## src/rtl/fifo_pkt_reader.sv

```systemverilog
// Drains length-prefixed packets from a registered-read byte FIFO onto a valid/ready egress port.
// Drops packets whose length byte exceeds MAX_LEN and counts forwarded and dropped packets.
module fifo_pkt_reader #(
  parameter int unsigned W_WIDTH = 8,
  parameter int unsigned MAX_LEN = 64,
  parameter int unsigned CNT_W   = 16
) (
  input  logic               clk,
  input  logic               rst,
  input  logic               fifo_empty,
  output logic               fifo_rd_en,
  input  logic [W_WIDTH-1:0] fifo_data,
  output logic               port_valid,
  input  logic               port_ready,
  output logic [W_WIDTH-1:0] port_data,
  output logic               port_sop,
  output logic               port_eop,
  output logic               drop_pulse,
  output logic [CNT_W-1:0]   pkt_cnt,
  output logic [CNT_W-1:0]   drop_cnt
);

  typedef enum logic [1:0] {StHdr, StPay, StDrop} state_e;

  typedef struct packed {
    logic [W_WIDTH-1:0] data;
    logic               sop;
    logic               eop;
  } entry_t;

  localparam logic [W_WIDTH-1:0] MaxLen = W_WIDTH'(MAX_LEN);

  state_e             state;
  logic [W_WIDTH-1:0] rem;
  logic               inflight;
  logic [1:0]         occ;
  entry_t             head;
  entry_t             tail;

  logic               pop;
  logic               push;
  logic               drop;
  entry_t             new_entry;
  logic [2:0]         room_used;

  // Occupancy is taken net of this cycle's pop so a full-rate stream keeps reading every cycle.
  assign pop        = port_valid & port_ready;
  assign room_used  = {1'b0, occ} + {2'b0, inflight} - {2'b0, pop};
  assign fifo_rd_en = !rst && !fifo_empty && (room_used < 3'd2);

  assign port_valid = (occ != 2'd0);
  assign port_data  = head.data;
  assign port_sop   = head.sop;
  assign port_eop   = head.eop;

  always_comb begin
    push      = 1'b0;
    drop      = 1'b0;
    new_entry = '{data: fifo_data, sop: 1'b0, eop: 1'b0};
    if (inflight) begin
      case (state)
        StHdr: begin
          if (fifo_data > MaxLen) begin
            drop = 1'b1;
          end else begin
            push          = 1'b1;
            new_entry.sop = 1'b1;
            new_entry.eop = (fifo_data == '0);
          end
        end
        StPay: begin
          push          = 1'b1;
          new_entry.eop = (rem == W_WIDTH'(1));
        end
        default: ;
      endcase
    end
  end

  always_ff @(posedge clk or posedge rst) begin
    if (rst) begin
      state <= StHdr;
      rem   <= '0;
    end else if (inflight) begin
      case (state)
        StHdr: begin
          if (fifo_data > MaxLen) begin
            state <= StDrop;
            rem   <= fifo_data;
          end else if (fifo_data != '0) begin
            state <= StPay;
            rem   <= fifo_data;
          end
        end
        StPay, StDrop: begin
          rem <= rem - W_WIDTH'(1);
          if (rem == W_WIDTH'(1)) state <= StHdr;
        end
        default: state <= StHdr;
      endcase
    end
  end

  // Two-entry skid buffer: head drives the port, tail only fills while head is stalled.
  always_ff @(posedge clk or posedge rst) begin
    if (rst) begin
      inflight <= 1'b0;
      occ      <= 2'd0;
      head     <= '0;
      tail     <= '0;
    end else begin
      inflight <= fifo_rd_en;
      occ      <= occ + {1'b0, push} - {1'b0, pop};
      if (pop) begin
        if (occ == 2'd2) begin
          head <= tail;
          if (push) tail <= new_entry;
        end else if (push) begin
          head <= new_entry;
        end
      end else if (push) begin
        if (occ == 2'd0) head <= new_entry;
        else             tail <= new_entry;
      end
    end
  end

  always_ff @(posedge clk or posedge rst) begin
    if (rst) begin
      drop_pulse <= 1'b0;
      pkt_cnt    <= '0;
      drop_cnt   <= '0;
    end else begin
      drop_pulse <= drop;
      if (drop)            drop_cnt <= drop_cnt + CNT_W'(1);
      if (pop && head.eop) pkt_cnt  <= pkt_cnt + CNT_W'(1);
    end
  end

endmodule
```

## config.mk

```make
export PLATFORM = sky130hd
export DESIGN_NAME = fifo_pkt_reader
export DESIGN_NICKNAME = d
export VERILOG_FILES = /design/src/rtl/fifo_pkt_reader.sv
export SDC_FILE = /design/constraint.sdc
export NUM_CORES = 1
export LEC_CHECK = 0
export CAP_MARGIN = 20
export CORE_ASPECT_RATIO = 1.1
export CORE_MARGIN = 2
export CORE_UTILIZATION = 48
export DETAILED_ROUTE_END_ITERATION = 10
export GPL_ROUTABILITY_DRIVEN = 0
export GPL_TIMING_DRIVEN = 0
export PLACE_DENSITY = 0.83
export SLEW_MARGIN = 20
export SYNTH_ARGS = -nofsm -noshare
export SYNTH_HDL_FRONTEND = slang
export SYNTH_SLANG_ARGS = --single-unit
```

## constraint.sdc

```tcl
create_clock -name clk -period 2.65 [get_ports clk]
set_clock_uncertainty 0.15 [all_clocks]
set_input_delay 0.3975 -clock clk [delete_from_list [all_inputs] [get_ports clk]]
set_output_delay 0.3975 -clock clk [all_outputs]
set_load 0.1 [all_outputs]
```

### After elaboration in Yosys (flattened, before gate mapping)

Cells that the tools add are included.

| word-level totals | value |
|---|---|
| flip-flop bits (word level) | 66 |
| latch bits | 0 |
| bits in writable memories | 0 |
| memory bits (read-only) | 0 |
| bits of input ports | 12 |
| memories | 0 |

| cells by class | value |
|---|---|
| add/sub/neg operators | 7 |
| multiply operators | 0 |
| divide/modulo/power cells | 0 |
| order comparisons | 2 |
| equal/unequal tests | 9 |
| shift operators | 0 |
| mux-type cells | 26 |
| bitwise gates (word level) | 1 |
| reduce and logical (&&, ||, !) cells | 19 |

Operators by type and width:

| cell | count |
|---|---|
| 10-bit two-way mux | 9 |
| 16-bit by 1-bit adder with 16-bit output, second input constant | 2 |
| 8-bit two-way mux | 2 |
| 8-bit case mux with 2 select lines | 1 |
| 2-bit two-way mux | 5 |
| 2-bit nonzero test | 5 |
| 3-bit AND reduction | 3 |
| 8-bit by 1-bit equality test with 1-bit output, second input constant | 1 |
| 8-bit by 7-bit greater-than comparator with 1-bit output, second input constant | 1 |
| 8-bit logical NOT | 1 |
| 8-bit nonzero test | 1 |
| 8-bit by 1-bit subtractor with 8-bit output, second input constant | 1 |
| 1-bit two-way mux | 6 |
| 2-bit inequality test, second input constant | 3 |
| 2-bit equality test, second input constant | 2 |
| 2-bit logical NOT | 2 |
| 1-bit case mux with 2 select lines | 2 |
| 2-bit case mux with 2 select lines | 1 |
| 4-bit AND reduction | 1 |
| 2-bit by 1-bit adder with 3-bit output | 1 |
| 1-bit logical AND | 3 |
| 3-bit by 2-bit less-than comparator with 1-bit output, second input constant | 1 |
| 3-bit inequality test, second input constant | 1 |
| 3-bit by 1-bit subtractor with 3-bit output | 1 |
| 7 further kinds | 8 |

### Depth between registers and ports, before layout

Gate-level depths: netlist (run 1).

| logic depth | value |
|---|---|
| depth after elaboration | 7 |
| mapped depth | 10 |

### Worst setup path after synthesis (run 1)

No wires, ideal clock.

| path | value |
|---|---|
| path type | reg-to-reg |
| start | register occ[1] |
| end | register inflight |
| setup time | 446 ps |
| arrival time | 5344 ps |
| data required time | 2054 ps |
| path slack | -3289 ps |
| stages on the path, launching flop included | 10 |
| buffers on the path | 1 |
| path through | dfrtp_1 buf_2 or2_2 nand2_1 inv_1 ha_1 nand2b_1 fa_1 xor2_1 nor4b_1 |

| between the ends | value |
|---|---|
| word-level cells in the longest chain between the ends | 5 |
| elaborated cells between the ends (all ways) | 6 |
| classes of those cells | add/sub (2); order compare (1); bitwise (1); reduce/logical (2) |

RTL lines:

| item | RTL line | source |
|---|---|---|
| start, declared | 36 | `logic [1:0] occ;` |
| start signal, assigned | 113 | `occ <= occ + {1'b0, push} - {1'b0, pop};` |
| 2-bit nonzero test | 51 | `assign port_valid = (occ != 2'd0);` |
| via port_valid | 13 | `output logic port_valid,` |
| 1-bit AND | 47 | `assign pop = port_valid & port_ready;` |
| 3-bit by 1-bit subtractor with 3-bit output | 48 | `assign room_used = {1'b0, occ} + {2'b0, inflight} - {2'b0, pop};` |
| 3-bit by 2-bit less-than comparator with 1-bit output | 49 | `assign fifo_rd_en = !rst && !fifo_empty && (room_used < 3'd2);` |
| 1-bit logical AND | 49 |  |
| via fifo_rd_en | 11 | `output logic fifo_rd_en,` |
| end signal, assigned | 112 | `inflight <= fifo_rd_en;` |
| end, declared | 35 | `logic inflight;` |

The timed path passes the listed nets, and every way through them passes these cells.
A chain may end at the register's enable or synchronous reset.

### Final worst setup path (run 1)

| path | value |
|---|---|
| start | register occ[1] |
| end | output fifo_rd_en |

| between the ends | value |
|---|---|
| word-level cells in the longest chain between the ends | 5 |
| elaborated cells between the ends (all ways) | 6 |
| classes of those cells | add/sub (2); order compare (1); bitwise (1); reduce/logical (2) |

RTL lines:

| item | RTL line |
|---|---|
| parallel branches: the longest is 2 deep, another holds 2-bit by 1-bit adder with 3-bit output | -- |
| 3-bit by 1-bit subtractor with 3-bit output * | 48 |
| 3-bit by 2-bit less-than comparator with 1-bit output * | 49 |
| 1-bit logical AND * | 49 |
| end, declared | 11 |

Every way passes the cells marked *.

==> flow_summary_export.csv, run 1 <==
group,metric,value,unit
outcome,status,"finished with violations",
outcome,violations,"setup timing",
pwr,vdd_drop_max,753,uV
critical_path,critPathMaxStageDelay,0.38,ns
sta,setup_viol,1,
synthesis,synth-seq-area-share,49.8,%
synthesis,synth_edf_count,0,
cells_and_area,utilization,65.0,%
sta,hold_viol_final,0,
routing,viasPerCell,5.54,
pwr,power,0.00417,W
synthesis,synth_nets,321,
sta,slew_violations,0,
cells_and_area,drive_above_1_share,16.2,%
clock_tree,cts_buffer_depth,2,
critical_path,crit_type,"register to primary output",
clock_tree,root_buffer,"clkbuf_8",
die,coreArea,6630,sq um
sta,rsz0062_at_grt,"true",
routing,drc_errors,0,
placed_design,portBuffers,56,
synthesis,synth_top_area_cell,"dfrtp_1",
sta,worstMarginPinSlew,0.990,ns
pwr,p_per_area,967,nW/um^2
clock_tree,cts_hold_buf,0,
synthesis,synth_seq_cells,66,
sta,whs,0.293,ns
sta,max_clock_freq,323,MHz
clock_tree,clkTransAtPathRegs,0.06,ns
synthesis,syn_avg_cell_area,11.1,sq um
clock_tree,cts_tree,"done",
synthesis,synth_area_leaders,"dfrtp_1 (50%), xnor2_1 (6.6%), mux2_2 (4.1%), ha_1 (3.8%), mux2i_1 (3.3%)",
die,ios,57,
critical_path,crit_fanout,2,
synthesis,netlist.area_leader.share,49.8,%
routing,drtIter0Drc,161,
critical_path,cp.required,2.10,ns
sta,period_share,117,%
flow_run,drv_cap,0,
synthesis,syn_inst,298,
clock_tree,cts_sinks,66,
clock_tree,numCtsBuffers,9,
critical_path,reg2reg_slack,0.13,ns
sta,relSlewSlack,33.8,%
placed_design,dp_slack,-1.47,ns
global_routing,grt_start_max_net_pins,47,
placed_design,hpwl,5.10,mm
global_routing,grt_pass1_vias,2585,
clock_tree,clk_latency,0.34,ns
cells_and_area,stdcell_count,458,
synthesis,ys_async_sr_fraction,100,%
cells_and_area,final_cell_mix,"dfrtp_1 (65), clkdlybuf4s50_1 (54), nand2_1 (25), xnor2_1 (25), nand3_1 (16)",
synthesis,synth_area,3310,sq um
critical_path,cp-start-kind,"register",
global_routing,grtUsageTotal,20.3,%
die,start_util,50.0,%
die,dieArea,7580,sq um
global_routing,grt_antenna_before_repair,0,
critical_path,crit_top_cell,"buf_6",
routing,wl,7.01,mm
cells_and_area,final_common_cell,"dfrtp_1",
critical_path,crit_path_end_kind,"primary output",
clock_tree,htree_levels,3,
placed_design,dp_cells,437,
critical_path,cp_cell_sequence,"buf_6 > or2_4 > nand2_4 > inv_4 > ha_4 > nand2b_4 > fa_2 > xor2_2 > nor4b_4 > buf_6",
synthesis,ys_warn_count,0,
sta,fin_crit,3.09,ns
global_routing,grt_pass1_wl,12.4,mm
cells_and_area,num_antenna_cells,0,
die,die_w,83.2,microns
routing,drt_pass1_iterations,4,
pwr,p_leak,1.93,nW
synthesis,synth-main-ff-cell,"dfrtp_1",
die,row_count,31,
routing,wire_per_inst,15.3,microns
synthesis,ys_types,48,
cells_and_area,area_delta_synth_final,30.0,%
routing,num_vias,2537,
critical_path,reg2regPathDepth,9,
cells_and_area,nNetsFinal,396,
sta,setup_ws,-0.443,ns
critical_path,worstPathArrival,2.55,ns
hold_path,hold_path.class,"input port to asynchronous set/reset pin",
critical_path,reg2reg_from,"state[0]",
global_routing,grt.overflow.total,0,
critical_path,r2r-end,"tail[6]",
die,die_height,91.1,microns
critical_path,crit_path_top_delay_cell,"dfrtp_1",
routing,ant_nets,0,
-- worst max-delay path, delay by kind of cell (launching register included) --
family	cells	cell delay [ns]
XOR/XNOR	1	0.17
flip-flops	1	0.38
AND/OR/NAND/NOR	4	0.68
adder cells (fa/ha/maj)	2	0.55
buffers and inverters	3	0.42
-- state kept, by name, summed over array words and instances (netlist names) --
signal / cells
drop_cnt: 16
drop_pulse: 1
inflight: 1
occ: 2
pkt_cnt: 16
port_data: 8
port_eop: 1
port_sop: 1
rem: 8
state: 2
tail: 10
-- through the flow --
step / area [sq um] / TNS, ns
floorplan: 3370 / -1.80
global placement: 4030 / -56.39
detailed placement: 4060 / -8.30
CTS: 4280 / -0.483
global route: 4310 / -0.838
finish: 4310 / -0.443
-- worst max path at each step --
| stage | slack [ns] | start | cells past startpoint | end |
|---|---|---|---|---|
| 2_1_floorplan | -0.98 | occ[1] | 9 | fifo_rd_en |
| 3_3_place_gp | -1.44 | port_ready | 9 | fifo_rd_en |
| 3_5_place_dp | -1.47 | port_ready | 9 | fifo_rd_en |
| 4_1_cts | -0.48 | occ[1] | 10 | fifo_rd_en |
| 5_1_grt | -0.54 | occ[1] | 10 | fifo_rd_en |
| 6_report | -0.44 | occ[1] | 10 | fifo_rd_en |
-- cell families (layout without fill, tap and decap cells) --
family | Yosys count | count (layout) | synth area share, %
and+or+nand+nor | 99 | 99 | 16.9
DFF | 66 | 66 | 49.8
AOI/OAI and AO/OA | 44 | 44 | 9.93
xor gates and xnor gates | 33 | 33 | 8.72
muxes | 23 | 23 | 7.40
buffers and inverters | 22 | 100 | 2.79
adders and majority gates | 11 | 11 | 4.38
-- per-layer routing --
layer / global-route usage, % / vias to the layer above / share of wire (%)
li1: - / 1195 / -
met1: 25.4 / 1255 / 43
met2: 34.1 / 73 / 50
met3: 4.73 / 14 / 5.2
met4: 8.20 / 0 / 1.8
met5: 0 / - / 0
-- report_power, final --
| group | internal, W | switching, W |
|---|---|---|
| registers | 0.00125 | 0.000186 |
| logic | 0.000685 | 0.00134 |
| clock network | 0.000351 | 0.000359 |
| total | 0.00228 | 0.00189 |
-- Yosys cell counts, types with 5 or more instances --
master,count
a21oi_1,7
o22a_1,6
mux2i_1,11
mux2_2,12
ha_1,10
xor2_1,8
nor2_1,12
and4_1,5
xnor2_1,25
inv_1,14
dfrtp_1,66
nand3_1,16
o21ai_0,15
nand2_1,26
and3_1,6
nand4_1,6
-- area by class of cell --
cell class / instances / area (sq um)
clock buffer: 11 / 141
inverter: 14 / 57.6
timing repair buffer: 64 / 657
clock inverter: 3 / 17.5
sequential: 66 / 1650
buffer: 8 / 48.8
fill: 512 / 2320
tap: 82 / 103
multi-input combinational: 210 / 1630
-- timing repair --
item | CTS | global route
gates cloned | 0 | 0
resized for setup | 11 | 5
setup buffers | 5 | 2
endpoints found under the setup margin | 8 | 21
pin swaps | 5 | 2
Power figures use the tool's default switching activity.
==> run 2: changes to the inputs <==
--- a/config.mk
+++ b/config.mk
@@ -12,7 +12,7 @@
 export DETAILED_ROUTE_END_ITERATION = 10
 export GPL_ROUTABILITY_DRIVEN = 0
 export GPL_TIMING_DRIVEN = 0
-export PLACE_DENSITY = 0.83
+export PLACE_DENSITY_LB_ADDON = 0.05
 export SLEW_MARGIN = 20
 export SYNTH_ARGS = -nofsm -noshare
 export SYNTH_HDL_FRONTEND = slang
==> flow_summary_export.csv, run 2 (synthesized netlist as in run 1, its figures left out) <==
group,metric,value,unit
placed_design,dp_cells,437,
clock_tree,cts_tree,"done",
routing,drc_errors,0,
die,die_w,83.2,microns
critical_path,critPathMaxStageDelay,0.39,ns
sta,relSlewSlack,33.7,%
cells_and_area,area_delta_synth_final,32.7,%
sta,setup_viol,1,
clock_tree,clk_latency,0.33,ns
critical_path,cp.required,2.10,ns
critical_path,cp-startpoint,"occ[1]",
critical_path,path_buf_inv,3,
sta,slew_violations,0,
die,die_height,91.1,microns
critical_path,crit_top_cell,"buf_6",
outcome,violations,"setup timing",
die,ios,57,
sta,hold_viol_final,0,
routing,ant_nets,0,
clock_tree,htree_levels,3,
sta,period_share,118,%
die,row_count,31,
clock_tree,cts_buffer_depth,2,
pwr,power_frac_seq,31.8,%
clock_tree,root_buffer,"clkbuf_8",
pwr,vdd_drop_max,583,uV
pwr,clock_power_share,23.0,%
pwr,p_sw_share,42.8,%
sta,fin_crit,3.11,ns
clock_tree,cts_sinks,66,
cells_and_area,num_antenna_cells,0,
cells_and_area,stdcell_count,462,
placed_design,portBuffers,56,
critical_path,worstPathArrival,2.57,ns
die,start_util,50.0,%
routing,drtIter0Drc,156,
global_routing,grt_antenna_before_repair,0,
pwr,p_leak,1.96,nW
critical_path,crit_fanout,2,
cells_and_area,largestRegisters,"drop_cnt (16), pkt_cnt (16), tail (10)",
clock_tree,clkTransAtPathRegs,0.08,ns
critical_path,reg2reg_from,"state[0]",
pwr,power,0.00448,W
routing,viasPerCell,5.32,
cells_and_area,n_fill_cell,547,
critical_path,cp-start-kind,"register",
sta,max_clock_freq,321,MHz
routing,wire_per_inst,15.4,microns
hold_path,hold_path.class,"input port to asynchronous set/reset pin",
pwr,pwr-share-comb,45.3,%
routing,wl,7.11,mm
cells_and_area,utilization,66.3,%
global_routing,grt.overflow.total,0,
cells_and_area,drive_above_1_share,17.1,%
cells_and_area,final_cell_mix,"dfrtp_1 (65), clkdlybuf4s50_1 (54), nand2_1 (25), xnor2_1 (25), nand3_1 (16)",
routing,drt_pass1_iterations,4,
critical_path,cp_cell_sequence,"buf_6 > or2_4 > nand2_4 > inv_4 > ha_4 > nand2b_4 > fa_2 > xor2_2 > nor4b_4 > buf_6",
critical_path,cpLargestDelayFamily,"simple AND/OR/NAND/NOR gates",
sta,fin_tns_setup,-0.464,ns
cells_and_area,final_common_cell,"dfrtp_1",
global_routing,grt_pass1_wl,12.1,mm
critical_path,crit_type,"register to primary output",
sta,worstMarginPinSlew,0.992,ns
pwr,internal_power,0.00256,W
global_routing,grt_pass1_vias,2496,
sta,setup_ws,-0.464,ns
die,dieArea,7580,sq um
critical_path,crit_path_end_kind,"primary output",
critical_path,crit_path_top_delay_cell,"dfrtp_1",
clock_tree,cts_hold_buf,0,
placed_design,hpwl,4.83,mm
outcome,status,"finished with violations",
flow_run,drv_cap,0,
routing,num_vias,2458,
clock_tree,numCtsBuffers,9,
pwr,p_per_area,1020,nW/um^2
global_routing,grtUsageTotal,19.7,%
cells_and_area,nNetsFinal,398,
placed_design,dp_slack,-1.47,ns
pwr,p_sw,0.00192,W
die,coreArea,6630,sq um
sta,rsz0062_at_grt,"true",
global_routing,grt_start_max_net_pins,41,
-- run 2: changes by cell type in the layout (fill, tap and decap cells not counted), moves of 2 or more --
| cell | previous run | this run |
|---|---|---|
| bufinv_16 | 0 | 3 |
| buf_4 | 8 | 10 |
| clkinv_2 | 2 | 0 |
| clkinv_4 | 0 | 2 |
-- run 2: worst register-to-register path: stages (launching register included) --
cell	delay, ns
dfrtp_1	0.37
inv_1	0.07
ha_1	0.33
and3_1	0.24
o21ai_0	0.27
ha_1	0.23
nor2_1	0.07
a31oi_4	0.17
buf_12	0.16
mux2_2	0.34
-- run 2: through the flow --
| stage | area, sq um | hold WS, ns |
|---|---|---|
| final | 4400 | 0.320 |
| after global routing | 4400 | 0.351 |
| after CTS | 4350 | 0.330 |
| after detailed placement | 4060 | 0.315 |
| after global placement | 4030 | 0.314 |
| after floorplan | 3370 | 0.321 |
-- run 2: area by class of cell --
| type | count | area, sq um | share of cell area [%] |
|---|---|---|---|
| Clock inverter | 6 | 115 | 2.62 |
| Multi-Input combinational cell | 210 | 1630 | 37.1 |
| Tap cell | 82 | 103 | 2.33 |
| Sequential cell | 66 | 1650 | 37.6 |
| Inverter | 14 | 57.6 | 1.31 |
| Clock buffer | 10 | 128 | 2.90 |
| Timing Repair Buffer | 66 | 661 | 15.0 |
| Buffer | 8 | 48.8 | 1.11 |
-- run 2: power groups by stage --
| stage | clock network (W) | registers (W) | logic (W) |
|---|---|---|---|
| floorplan | 0 | 0.00196 | 0.000990 |
| global route | 0.00110 | 0.00146 | 0.00219 |
| finish | 0.00103 | 0.00142 | 0.00203 |
| detailed placement | 0 | 0.00144 | 0.00196 |
| CTS | 0.00105 | 0.00142 | 0.00202 |
| global placement | 0 | 0.00143 | 0.00192 |
-- run 2: worst paths after layout --
check	to	slack [ns]	cells past startpoint
setup / recovery	fifo_rd_en	-0.46	10
hold / removal	occ[1]	0.32	2
hold reg to reg	drop_cnt[15]	0.33	1
min in group clk	drop_cnt[15]	0.33	1
max in group asynchronous	tail[3]	1.49	3
setup reg to reg	tail[3]	0.13	9
-- run 2: layer usage --
metal / vias up / share of wire [%] / GRT usage [%]
li1: 1193 / - / -
met1: 1203 / 47 / 27.1
met2: 54 / 48 / 31.7
met3: 8 / 3.8 / 3.64
met4: 0 / 1.1 / 6.28
met5: - / 0 / 0
-- run 2: what timing repair did --
action / in CTS / in global routing
cloned: 0 / 0
buffers inserted: 6 / 3
endpoints found under the setup margin: 12 / 21
gates resized for setup: 10 / 7
pin swaps: 5 / 1
==> run 3: changes to the inputs <==
--- a/config.mk
+++ b/config.mk
@@ -7,7 +7,6 @@
 export LEC_CHECK = 0
 export CAP_MARGIN = 20
 export CORE_ASPECT_RATIO = 1.1
-export CORE_MARGIN = 2
 export CORE_UTILIZATION = 48
 export DETAILED_ROUTE_END_ITERATION = 10
 export GPL_ROUTABILITY_DRIVEN = 0
==> flow_summary_export.csv, run 3 (synthesized netlist as in run 1, its figures left out) <==
group,metric,value,unit
critical_path,cp.required,2.10,ns
sta,whs,0.321,ns
global_routing,grt_antenna_before_repair,0,
die,coreArea,6630,sq um
cells_and_area,largestRegisters,"drop_cnt (16), pkt_cnt (16), tail (10)",
die,dieArea,7240,sq um
clock_tree,root_buffer,"clkbuf_8",
cells_and_area,fin_area,4330,sq um
cells_and_area,nNetsFinal,397,
routing,ant_nets,0,
routing,drtIter0Drc,114,
critical_path,path_buf_inv,3,
pwr,p_per_area,979,nW/um^2
cells_and_area,area_delta_synth_final,30.7,%
cells_and_area,final_common_cell,"dfrtp_1",
global_routing,grt_pass1_vias,2314,
global_routing,grt_start_max_net_pins,42,
pwr,power,0.00424,W
critical_path,crit_path_end_kind,"primary output",
die,start_util,50.0,%
critical_path,cp_cell_sequence,"clkdlybuf4s50_1 > nand2_4 > inv_4 > ha_4 > nand2b_4 > fa_2 > xor2_2 > nor4b_4 > buf_6",
critical_path,crit_path_top_delay_cell,"clkdlybuf4s50_1",
sta,worstMarginPinSlew,1.00,ns
cells_and_area,utilization,65.3,%
outcome,status,"finished with violations",
clock_tree,clk_latency,0.33,ns
routing,drt_pass1_iterations,4,
cells_and_area,final_cell_mix,"dfrtp_1 (65), clkdlybuf4s50_1 (54), nand2_1 (25), xnor2_1 (25), nand3_1 (16)",
clock_tree,cts_hold_buf,0,
global_routing,grt.overflow.total,0,
clock_tree,clkTransAtPathRegs,0.07,ns
global_routing,grtUsageTotal,19.9,%
critical_path,crit_fanout,7,
die,row_count,31,
sta,rsz0062_at_grt,"true",
sta,hold_viol_final,0,
placed_design,portBuffers,56,
global_routing,grt_pass1_wl,10.8,mm
die,die_height,89.1,microns
cells_and_area,n_fill_cell,553,
critical_path,cpLargestDelayFamily,"buffers and inverters",
sta,setup_ws,-0.478,ns
critical_path,worstPathArrival,2.58,ns
routing,wl,6.76,mm
sta,slew_violations,0,
placed_design,hpwl,4.65,mm
die,die_w,81.2,microns
pwr,vdd_drop_max,681,uV
routing,viasPerCell,5.36,
critical_path,critPathMaxStageDelay,0.65,ns
clock_tree,numCtsBuffers,9,
outcome,violations,"setup timing",
hold_path,hold_path.class,"input port to asynchronous set/reset pin",
clock_tree,cts_buffer_depth,2,
sta,max_clock_freq,320,MHz
pwr,p_leak,1.94,nW
routing,wire_per_inst,14.7,microns
critical_path,crit_type,"input port to primary output",
sta,fin_crit,3.13,ns
clock_tree,htree_levels,3,
cells_and_area,drive_above_1_share,16.9,%
critical_path,cp-start-kind,"input port",
die,ios,57,
routing,drc_errors,0,
clock_tree,cts_sinks,66,
sta,setup_viol,1,
sta,relSlewSlack,33.1,%
sta,period_share,118,%
cells_and_area,num_antenna_cells,0,
clock_tree,cts_tree,"done",
placed_design,dpl_cell_area,4060,sq um
routing,num_vias,2472,
flow_run,drv_cap,0,
-- run 3: changes by cell type in the layout (fill, tap and decap cells not counted) --
cell	previous run	this run
bufinv_16	3	1
buf_2	2	1
clkinv_4	2	0
clkinv_2	0	4
clkbuf_2	1	2
buf_4	10	9
-- run 3: layout make-up --
cell class	instances	area, sq um	share of cell area, %
plain buffers	8	48.8	1.13
clock buffers	10	128	2.95
clock inverters	6	57.6	1.33
inverters	14	57.6	1.33
multi-input cells	210	1630	37.6
flip-flops and latches	66	1650	38.2
well taps	82	103	2.37
repair buffers	65	653	15.1
-- run 3: path summary, 6_finish.rpt --
path,start,to,slack (ns),cells past startpoint
worst max register to register,state[0],tail[6],0.18,9
worst min-delay path,rst,occ[1],0.32,2
min in group clk,drop_cnt[15],drop_cnt[15],0.33,1
worst min register to register,drop_cnt[15],drop_cnt[15],0.33,1
worst max-delay path,port_ready,fifo_rd_en,-0.48,9
max in group asynchronous,rst,drop_cnt[11],1.50,3
-- run 3: stage by stage --
stage | setup TNS (ns) | std cells | setup slack [ns]
6_report | -0.478 | 461 | -0.478
5_1_grt | -0.635 | 461 | -0.570
4_1_cts | -0.493 | 458 | -0.493
3_5_place_dp | -9.19 | 437 | -1.48
3_3_place_gp | -62.65 | 436 | -1.45
2_1_floorplan | -1.80 | 298 | -0.980
-- run 3: worst reg2reg max path, cell delays in order, from the launching register on --
cell and delay (ns):
dfrtp_1 0.36, inv_1 0.06, ha_1 0.32, and3_1 0.23, o21ai_0 0.27, ha_1 0.23
inv_1 0.08, a31oi_4 0.16, buf_12 0.15, mux2_2 0.33
-- run 3: where the power goes --
group          internal, W  total [W]  switching, W  leakage (nW)
clock             0.000428   0.000813      0.000385        0.0958
combinational     0.000681    0.00201       0.00133         0.994
sequential         0.00124    0.00142      0.000173         0.851
-- run 3: per-layer routing --
metal	up-vias	track usage, %	part of all wire, %
li1	1198	-	-
met1	1196	26.8	47
met2	68	30.3	47
met3	10	4.59	5.0
met4	0	9.90	1.3
met5	-	0	0
-- run 3: what timing repair did --
action | 4_1_cts | 5_1_grt
pin swaps | 5 | 1
buffers inserted | 5 | 3
endpoints found under the setup margin | 12 | 21
gates resized for setup | 9 | 7
